--- src/rtl/countdown_display_mux_pkg.sv ---
`default_nettype none
// ============================================================================
// Module      : countdown_pkg
// Description : Shared types, seven-segment glyphs and BCD helpers for the
//               countdown_display_mux timer.
// Revision    : 1.0 - initial release
// ============================================================================
package countdown_pkg;

    typedef enum logic [1:0] {
        ST_IDLE   = 2'd0,
        ST_RUN    = 2'd1,
        ST_PAUSED = 2'd2,
        ST_DONE   = 2'd3
    } state_t;

    // Active-low glyphs, bit6 = segment a ... bit0 = segment g
    localparam logic [6:0] SEG_0     = 7'b0000001;
    localparam logic [6:0] SEG_1     = 7'b1001111;
    localparam logic [6:0] SEG_2     = 7'b0010010;
    localparam logic [6:0] SEG_3     = 7'b0000110;
    localparam logic [6:0] SEG_4     = 7'b1001100;
    localparam logic [6:0] SEG_5     = 7'b0100100;
    localparam logic [6:0] SEG_6     = 7'b0100000;
    localparam logic [6:0] SEG_7     = 7'b0001111;
    localparam logic [6:0] SEG_8     = 7'b0000000;
    localparam logic [6:0] SEG_9     = 7'b0000100;
    localparam logic [6:0] SEG_BLANK = 7'h7F;

    function automatic logic [3:0] bcd_clamp(input logic [3:0] nib);
        return (nib > 4'd9) ? 4'd9 : nib;
    endfunction

    // Up to eight BCD digits of a binary value, nibble 0 least significant
    function automatic logic [31:0] to_bcd(input int unsigned value);
        logic [31:0] bcd;
        int unsigned v;
        bcd = '0;
        v   = value;
        for (int i = 0; i < 8; i++) begin
            bcd[4*i +: 4] = 4'(v % 10);
            v = v / 10;
        end
        return bcd;
    endfunction

endpackage
`default_nettype wire

--- src/rtl/countdown_display_mux_bcd_to_7seg.sv ---
`default_nettype none
// ============================================================================
// Module      : bcd_to_7seg
// Description : Combinational BCD nibble to active-low seven-segment glyph;
//               codes above 9 blank the digit.
// Revision    : 1.0 - initial release
// ============================================================================
module bcd_to_7seg
    import countdown_pkg::*;
(
    input  logic [3:0] i_bcd,
    output logic [6:0] o_seg
);

    always_comb begin
        o_seg = SEG_BLANK;
        case (i_bcd)
            4'd0:    o_seg = SEG_0;
            4'd1:    o_seg = SEG_1;
            4'd2:    o_seg = SEG_2;
            4'd3:    o_seg = SEG_3;
            4'd4:    o_seg = SEG_4;
            4'd5:    o_seg = SEG_5;
            4'd6:    o_seg = SEG_6;
            4'd7:    o_seg = SEG_7;
            4'd8:    o_seg = SEG_8;
            4'd9:    o_seg = SEG_9;
            default: o_seg = SEG_BLANK;
        endcase
    end

endmodule
`default_nettype wire

--- src/rtl/countdown_display_mux.sv ---
`default_nettype none
// ============================================================================
// Module      : countdown_display_mux
// Description : N-digit BCD countdown timer with start/pause/load control and
//               a multiplexed active-low seven-segment driver.
//               Optional: COUNTDOWN_LEADING_ZERO_BLANK_EN blanks leading zeros.
// Revision    : 1.0 - initial release
// ============================================================================
module countdown_display_mux
    import countdown_pkg::*;
#(
    parameter int CLK_HZ      = 50_000_000,
    parameter int TICK_HZ     = 1,
    parameter int DIGITS      = 2,
    parameter int START_VALUE = 30,
    parameter int REFRESH_DIV = 9334
) (
    input  logic                  clock,
    input  logic                  reset_n,
    input  logic                  start,
    input  logic                  pause,
    input  logic                  load,
    input  logic [4*DIGITS-1:0]   load_value,
    output logic                  running,
    output logic                  done,
    output logic                  led,
    output logic [6:0]            segmentos,
    output logic [DIGITS-1:0]     displays
);

    localparam int c_TICK_DIV = CLK_HZ / TICK_HZ;
    localparam int c_PRE_W    = $clog2(c_TICK_DIV);
    localparam int c_SCAN_W   = $clog2(REFRESH_DIV);
    localparam int c_IDX_W    = (DIGITS > 1) ? $clog2(DIGITS) : 1;
    localparam int c_CNT_W    = 4 * DIGITS;

    localparam logic [31:0]          c_START_BCD32 = to_bcd(START_VALUE);
    localparam logic [c_CNT_W-1:0]   c_START_BCD   = c_START_BCD32[c_CNT_W-1:0];
    localparam logic [c_PRE_W-1:0]   c_PRE_LAST    = c_PRE_W'(c_TICK_DIV - 1);
    localparam logic [c_SCAN_W-1:0]  c_SCAN_LAST   = c_SCAN_W'(REFRESH_DIV - 1);
    localparam logic [c_IDX_W-1:0]   c_IDX_LAST    = c_IDX_W'(DIGITS - 1);
    localparam logic [DIGITS-1:0]    c_DISP_ONE    = DIGITS'(1);

    state_t                r_state, w_state_next;
    logic [c_CNT_W-1:0]    r_count, w_count_next, w_count_dec;
    logic [c_CNT_W-1:0]    r_reload, w_reload_next, w_load_clamped;
    logic [c_PRE_W-1:0]    r_prescale, w_prescale_next;
    logic                  w_done_next, w_tick;
    logic                  r_done, r_running, r_led;
    logic [c_SCAN_W-1:0]   r_scan_cnt;
    logic [c_IDX_W-1:0]    r_scan_idx;
    logic [3:0]            w_nibble, w_nibble_shown;
    logic [6:0]            w_glyph, r_seg;
    logic [DIGITS-1:0]     r_displays;

    for (genvar g = 0; g < DIGITS; g++) begin : g_clamp
        assign w_load_clamped[4*g +: 4] = bcd_clamp(load_value[4*g +: 4]);
    end

    assign w_tick = (r_prescale == c_PRE_LAST);

    // Ripple-borrow BCD decrement; saturates at zero
    always_comb begin : p_bcd_dec
        logic borrow;
        borrow      = 1'b1;
        w_count_dec = r_count;
        for (int i = 0; i < DIGITS; i++) begin
            if (borrow) begin
                if (r_count[4*i +: 4] == 4'd0) begin
                    w_count_dec[4*i +: 4] = 4'd9;
                end else begin
                    w_count_dec[4*i +: 4] = r_count[4*i +: 4] - 4'd1;
                    borrow = 1'b0;
                end
            end
        end
        if (r_count == '0) begin
            w_count_dec = '0;
        end
    end

    always_comb begin : p_next
        w_state_next    = r_state;
        w_count_next    = r_count;
        w_reload_next   = r_reload;
        w_prescale_next = r_prescale;
        w_done_next     = 1'b0;
        if (load) begin
            w_count_next    = w_load_clamped;
            w_reload_next   = w_load_clamped;
            w_prescale_next = '0;
            w_state_next    = ST_IDLE;
        end else begin
            case (r_state)
                ST_IDLE, ST_DONE: begin
                    if (start) begin
                        w_count_next    = (r_state == ST_DONE) ? r_reload : r_count;
                        w_prescale_next = '0;
                        if (w_count_next == '0) begin
                            w_state_next = ST_DONE;
                            w_done_next  = 1'b1;
                        end else if (pause) begin
                            w_state_next = ST_PAUSED;
                        end else begin
                            w_state_next = ST_RUN;
                        end
                    end
                end
                ST_RUN: begin
                    // The current cycle's prescaler step completes even when pause arrives
                    if (w_tick) begin
                        w_prescale_next = '0;
                        w_count_next    = w_count_dec;
                    end else begin
                        w_prescale_next = r_prescale + c_PRE_W'(1);
                    end
                    if (w_tick && (w_count_dec == '0)) begin
                        w_state_next = ST_DONE;
                        w_done_next  = 1'b1;
                    end else if (pause) begin
                        w_state_next = ST_PAUSED;
                    end
                end
                ST_PAUSED: begin
                    if (!pause) begin
                        w_state_next = ST_RUN;
                    end
                end
                default: w_state_next = ST_IDLE;
            endcase
        end
    end

    always_ff @(posedge clock or negedge reset_n) begin
        if (!reset_n) begin
            r_state    <= ST_IDLE;
            r_count    <= c_START_BCD;
            r_reload   <= c_START_BCD;
            r_prescale <= '0;
            r_done     <= 1'b0;
            r_running  <= 1'b0;
            r_led      <= 1'b0;
        end else begin
            r_state    <= w_state_next;
            r_count    <= w_count_next;
            r_reload   <= w_reload_next;
            r_prescale <= w_prescale_next;
            r_done     <= w_done_next;
            r_running  <= (w_state_next == ST_RUN);
            r_led      <= (w_state_next == ST_DONE);
        end
    end

    always_comb begin : p_digit_mux
        w_nibble = 4'd0;
        for (int i = 0; i < DIGITS; i++) begin
            if (r_scan_idx == c_IDX_W'(i)) begin
                w_nibble = r_count[4*i +: 4];
            end
        end
    end

`ifdef COUNTDOWN_LEADING_ZERO_BLANK_EN
    logic [DIGITS-1:0] w_upper_zero;
    for (genvar g = 0; g < DIGITS; g++) begin : g_upper_zero
        assign w_upper_zero[g] = (r_count[c_CNT_W-1:4*g] == '0);
    end
    // Code 4'hF decodes to a blank glyph
    assign w_nibble_shown = ((r_scan_idx != '0) && w_upper_zero[r_scan_idx]) ? 4'hF : w_nibble;
`else
    assign w_nibble_shown = w_nibble;
`endif

    bcd_to_7seg u_bcd_to_7seg (
        .i_bcd (w_nibble_shown),
        .o_seg (w_glyph)
    );

    always_ff @(posedge clock or negedge reset_n) begin
        if (!reset_n) begin
            r_scan_cnt <= '0;
            r_scan_idx <= '0;
            r_seg      <= SEG_BLANK;
            r_displays <= '1;
        end else begin
            if (r_scan_cnt == c_SCAN_LAST) begin
                r_scan_cnt <= '0;
                r_scan_idx <= (r_scan_idx == c_IDX_LAST) ? '0 : r_scan_idx + c_IDX_W'(1);
            end else begin
                r_scan_cnt <= r_scan_cnt + c_SCAN_W'(1);
            end
            r_seg      <= w_glyph;
            r_displays <= ~(c_DISP_ONE << r_scan_idx);
        end
    end

    assign running   = r_running;
    assign done      = r_done;
    assign led       = r_led;
    assign segmentos = r_seg;
    assign displays  = r_displays;

endmodule
`default_nettype wire

--- config.mk ---
export PLATFORM = sky130hd
export DESIGN_NAME = countdown_display_mux
export DESIGN_NICKNAME = d
export VERILOG_FILES = /design/src/rtl/countdown_display_mux_pkg.sv /design/src/rtl/countdown_display_mux_bcd_to_7seg.sv /design/src/rtl/countdown_display_mux.sv
export SDC_FILE = /design/constraint.sdc
export NUM_CORES = 1
export LEC_CHECK = 0
export CAP_MARGIN = 20
export CORE_MARGIN = 5
export CORE_UTILIZATION = 29
export CTS_CLUSTER_DIAMETER = 150
export CTS_CLUSTER_SIZE = 12
export DETAILED_ROUTE_END_ITERATION = 10
export PLACE_DENSITY = 0.46
export SLEW_MARGIN = 20
export SYNTH_ARGS = -nofsm -noshare
export SYNTH_HDL_FRONTEND = slang
export SYNTH_SLANG_ARGS = --single-unit
--- constraint.sdc ---
create_clock -name clock -period 4.35 [get_ports clock]
set_input_delay 0.87 -clock clock [delete_from_list [all_inputs] [get_ports clock]]
set_output_delay 0.87 -clock clock [all_outputs]
set_load 0.1 [all_outputs]
==> reports/results.txt <==
Status = finished, final reports clean
Post-CTS Setup Bufs = 0
Worst hold path type = reg2reg
Most used cell, CP = inv_1
Global Route Usage Sum = 11.6%
Fin crit period = 3270 ps
Fill cells = 1,398
I/O pins = 25
Routed length per instance = 14.0 um
TNS Setup = 0 ps
Placement Setup Slack = 1070 ps
Slowest stage delay, CP = 670 ps
Post-layout nets = 476
Die Footprint = 16,600 um^2
Final hold vios = 0
Worst Path Buf+Inv = 3
Initial antenna violation count = 0
Final core area utilization = 34.4%
Detail Route Antenna Nets = 0
Cell area after placement = 4450 um^2
Layout cells sized above 1 = 11.3%
GPL Wtd Cong = 0.869
Max Cap Viol = 0
Logic pwr share = 39.2%
CP startpoint kind = flop
Synth top area share = 35.6%
Root Driver = clkbuf_16
WP depth = 7
Resized cells post-CTS = 0
Layout Skew = 8.92 ps
Vias per Instance = 4.88
R2R depth = 7
DR vias = 3,086
CP Capture Type = flop
Placed wire-length estimate = 6040 um
Mean Syn Cell Area = 9.45 um^2
Skew-Pair Late Insertion Delay = 350 ps
PortBufs = 24
Die Span X = 129 um
Flop2flop setup slack = 1080 ps
Worst-path fanout max = 21
TritonCTS Buffers = 9
CTS Buffer Depth = 2
Die H = 129 um
CTS Hold Buffers Added = 0
Diode count = 0
CP required = 4570 ps
Compound-gate portion of the synthesized area = 14.6%
Reg2reg start = r_state[1]$_DFF_PN0_
Register area share after synthesis = 43.9%
Setup-failing EPs final = 0
Largest family of logic cells by synthesized area = simple AND/OR/NAND/NOR gates
CTS tree = built
Syn-to-layout area delta = 16.4%
Num rows = 43
Crit. Startpoint = r_state[1]$_DFF_PN0_
Synth Area in XOR/XNOR = 6.01%
Largest net degree at the start of global routing = 72
P per Cell Area = 573 nW/um^2
Yosys cell types = 64
Clock power share = 27.4%
Sw Share = 42.2%
DRC viols = 0
Slew Limit Fails = 0
Worst slew pin tran = 978 ps
CP arrival = 3490 ps
Post-synthesis mux area share = 3.52%
Post-synthesis adder-cell area fraction = 4.60%
Fin Hold WS = 486 ps
Post-synth EDFFs = 0
Critical path's slowest cell = o211ai_2
FFs w/ async S/R, synth = 100%
Clock sink count = 71
Area contributors post-synth = dfrtp_1 36%, dfstp_2 8.4%, ha_1 4.6%
Simple-Gate Fraction of Synth Area = 22.3%
YS warnings = 0
Vias in the first global route = 3,078
#FFs+latches synth = 71
Crit path to = r_prescale[20]$_DFFE_PN0P_
Post-Syn Instances = 432
Drt total wl = 8850 um
Top FF cell, synth = dfrtp_1
Synthesized cell area = 4080 um^2
DR pass1 iterations = 4
Initial core utilization = 29.5%
Max Clk Rate = 0.306 GHz
RSZ-0062 raised after global routing = false
Grt ovf = 0
Most frequent cell after synthesis = dfrtp_1
Crit path cell chain = inv_1 -> ha_1 -> inv_1 -> o211ai_2 -> and2_1 -> buf_4 -> nor2_1
Kind of critical path = reg2reg
Post-synth net total = 460
Area leader, netlist = dfrtp_1
Worst rel slew slack = 34.6%
Clock transition at path regs = 60 ps
Internal power = 1570 uW
First-pass GRT wire length = 15,500 um
Fin area = 4750 um^2
Sequential share of power = 33.4%
Hold path startpoint = r_scan_cnt[0]$_DFF_PN0_
Psw = 1150 uW
Iteration-0 DRC count of the detailed router = 175
Final period util = 75.1%
CP top delay family = buffers and inverters
Core area = 13,800 um^2
Peak VDD IR = 356 uV
Worst Setup Slack, final = 1080 ps
H-Tree Depth = 3
Reg-to-Reg End = r_prescale[20]$_DFFE_PN0P_
Leakage power total = 0.00190 uW
Synth cell count leaders = 58 x dfrtp_1, 41 x nor2_1, 33 x nand2_1
[sequential cells by signal, summed over array words and instances (netlist names), 2 cells and up]
name and count:
r_scan_cnt 14, r_state 2, displays 2, r_prescale 26, segmentos 7, r_count 8
r_reload 8
[area by class of cell]
type | instances | area [um^2] | share of cell area, %
Clock buffer | 9 | 225 | 4.74
Clock inverter | 7 | 72.6 | 1.53
Inverter | 26 | 97.6 | 2.05
Multi-Input combinational cell | 314 | 2090 | 43.9
Sequential cell | 71 | 1790 | 37.7
Tap cell | 180 | 225 | 4.74
Timing Repair Buffer | 26 | 253 | 5.32
[how the worst min path moves through the flow]
stage	endpoint	slack (ps)	cells after the start
finish	r_scan_cnt[0]$_DFF_PN0_	490	1
global route	r_scan_cnt[0]$_DFF_PN0_	510	1
CTS	r_scan_cnt[0]$_DFF_PN0_	490	1
detailed placement	r_scan_cnt[0]$_DFF_PN0_	480	1
global placement	r_scan_cnt[11]$_DFF_PN0_	480	1
floorplan	displays[0]$_DFF_PN1_	350	0
[placed cells by master (no fill, tap or decap), types with 2 or more instances in the layout]
master	n
a211oi_1	4
a21oi_1	24
a311oi_1	2
a31oi_1	3
a32o_1	2
and3_1	10
and4_1	3
buf_4	3
clkbuf_16	9
clkdlybuf4s50_1	23
clkinv_2	2
clkinvlp_4	2
dfrtp_1	58
dfstp_2	13
ha_1	15
inv_1	26
mux2_2	3
mux2i_1	11
nand2_1	33
nand2b_1	3
nand3_1	16
nand4_1	8
nand4_4	2
nor2_1	41
nor2_2	2
nor2b_1	8
nor3_1	10
nor3b_1	3
nor4b_1	3
o211ai_1	3
o21a_1	8
o21ai_0	30
o22ai_1	3
or3_1	7
or4_1	2
xnor2_1	16
xor2_1	12
[logic make-up after synthesis]
group	Yosys count
compound gates	93
simple gates	164
flops	71
xor+xnor	28
mux	14
buf+inv	47
fa+ha+maj	15
[metal layers]
metal	part of all wire (%)	vias to the layer above	global-route usage, %
li1	-	1549	-
met1	49	1475	15.5
met2	46	49	17.9
met3	2.6	13	2.32
met4	2.4	0	5.87
met5	0	-	0
[metrics by stage]
stage               std cells  total power (uW)
global placement          617              1990
detailed placement        617              1990
global route              633              2900
CTS                       633              2760
finish                    633              2720
floorplan                 432              1770
[power by group through the flow]
stage | registers (uW) | clock network [uW] | logic (uW)
after floorplan | 1120 | 0 | 647
after global placement | 922 | 0 | 1060
after detailed placement | 920 | 0 | 1070
after CTS | 910 | 770 | 1080
after global routing | 927 | 797 | 1180
final | 910 | 746 | 1070
No activity file was read; power rests on OpenSTA's default activity.
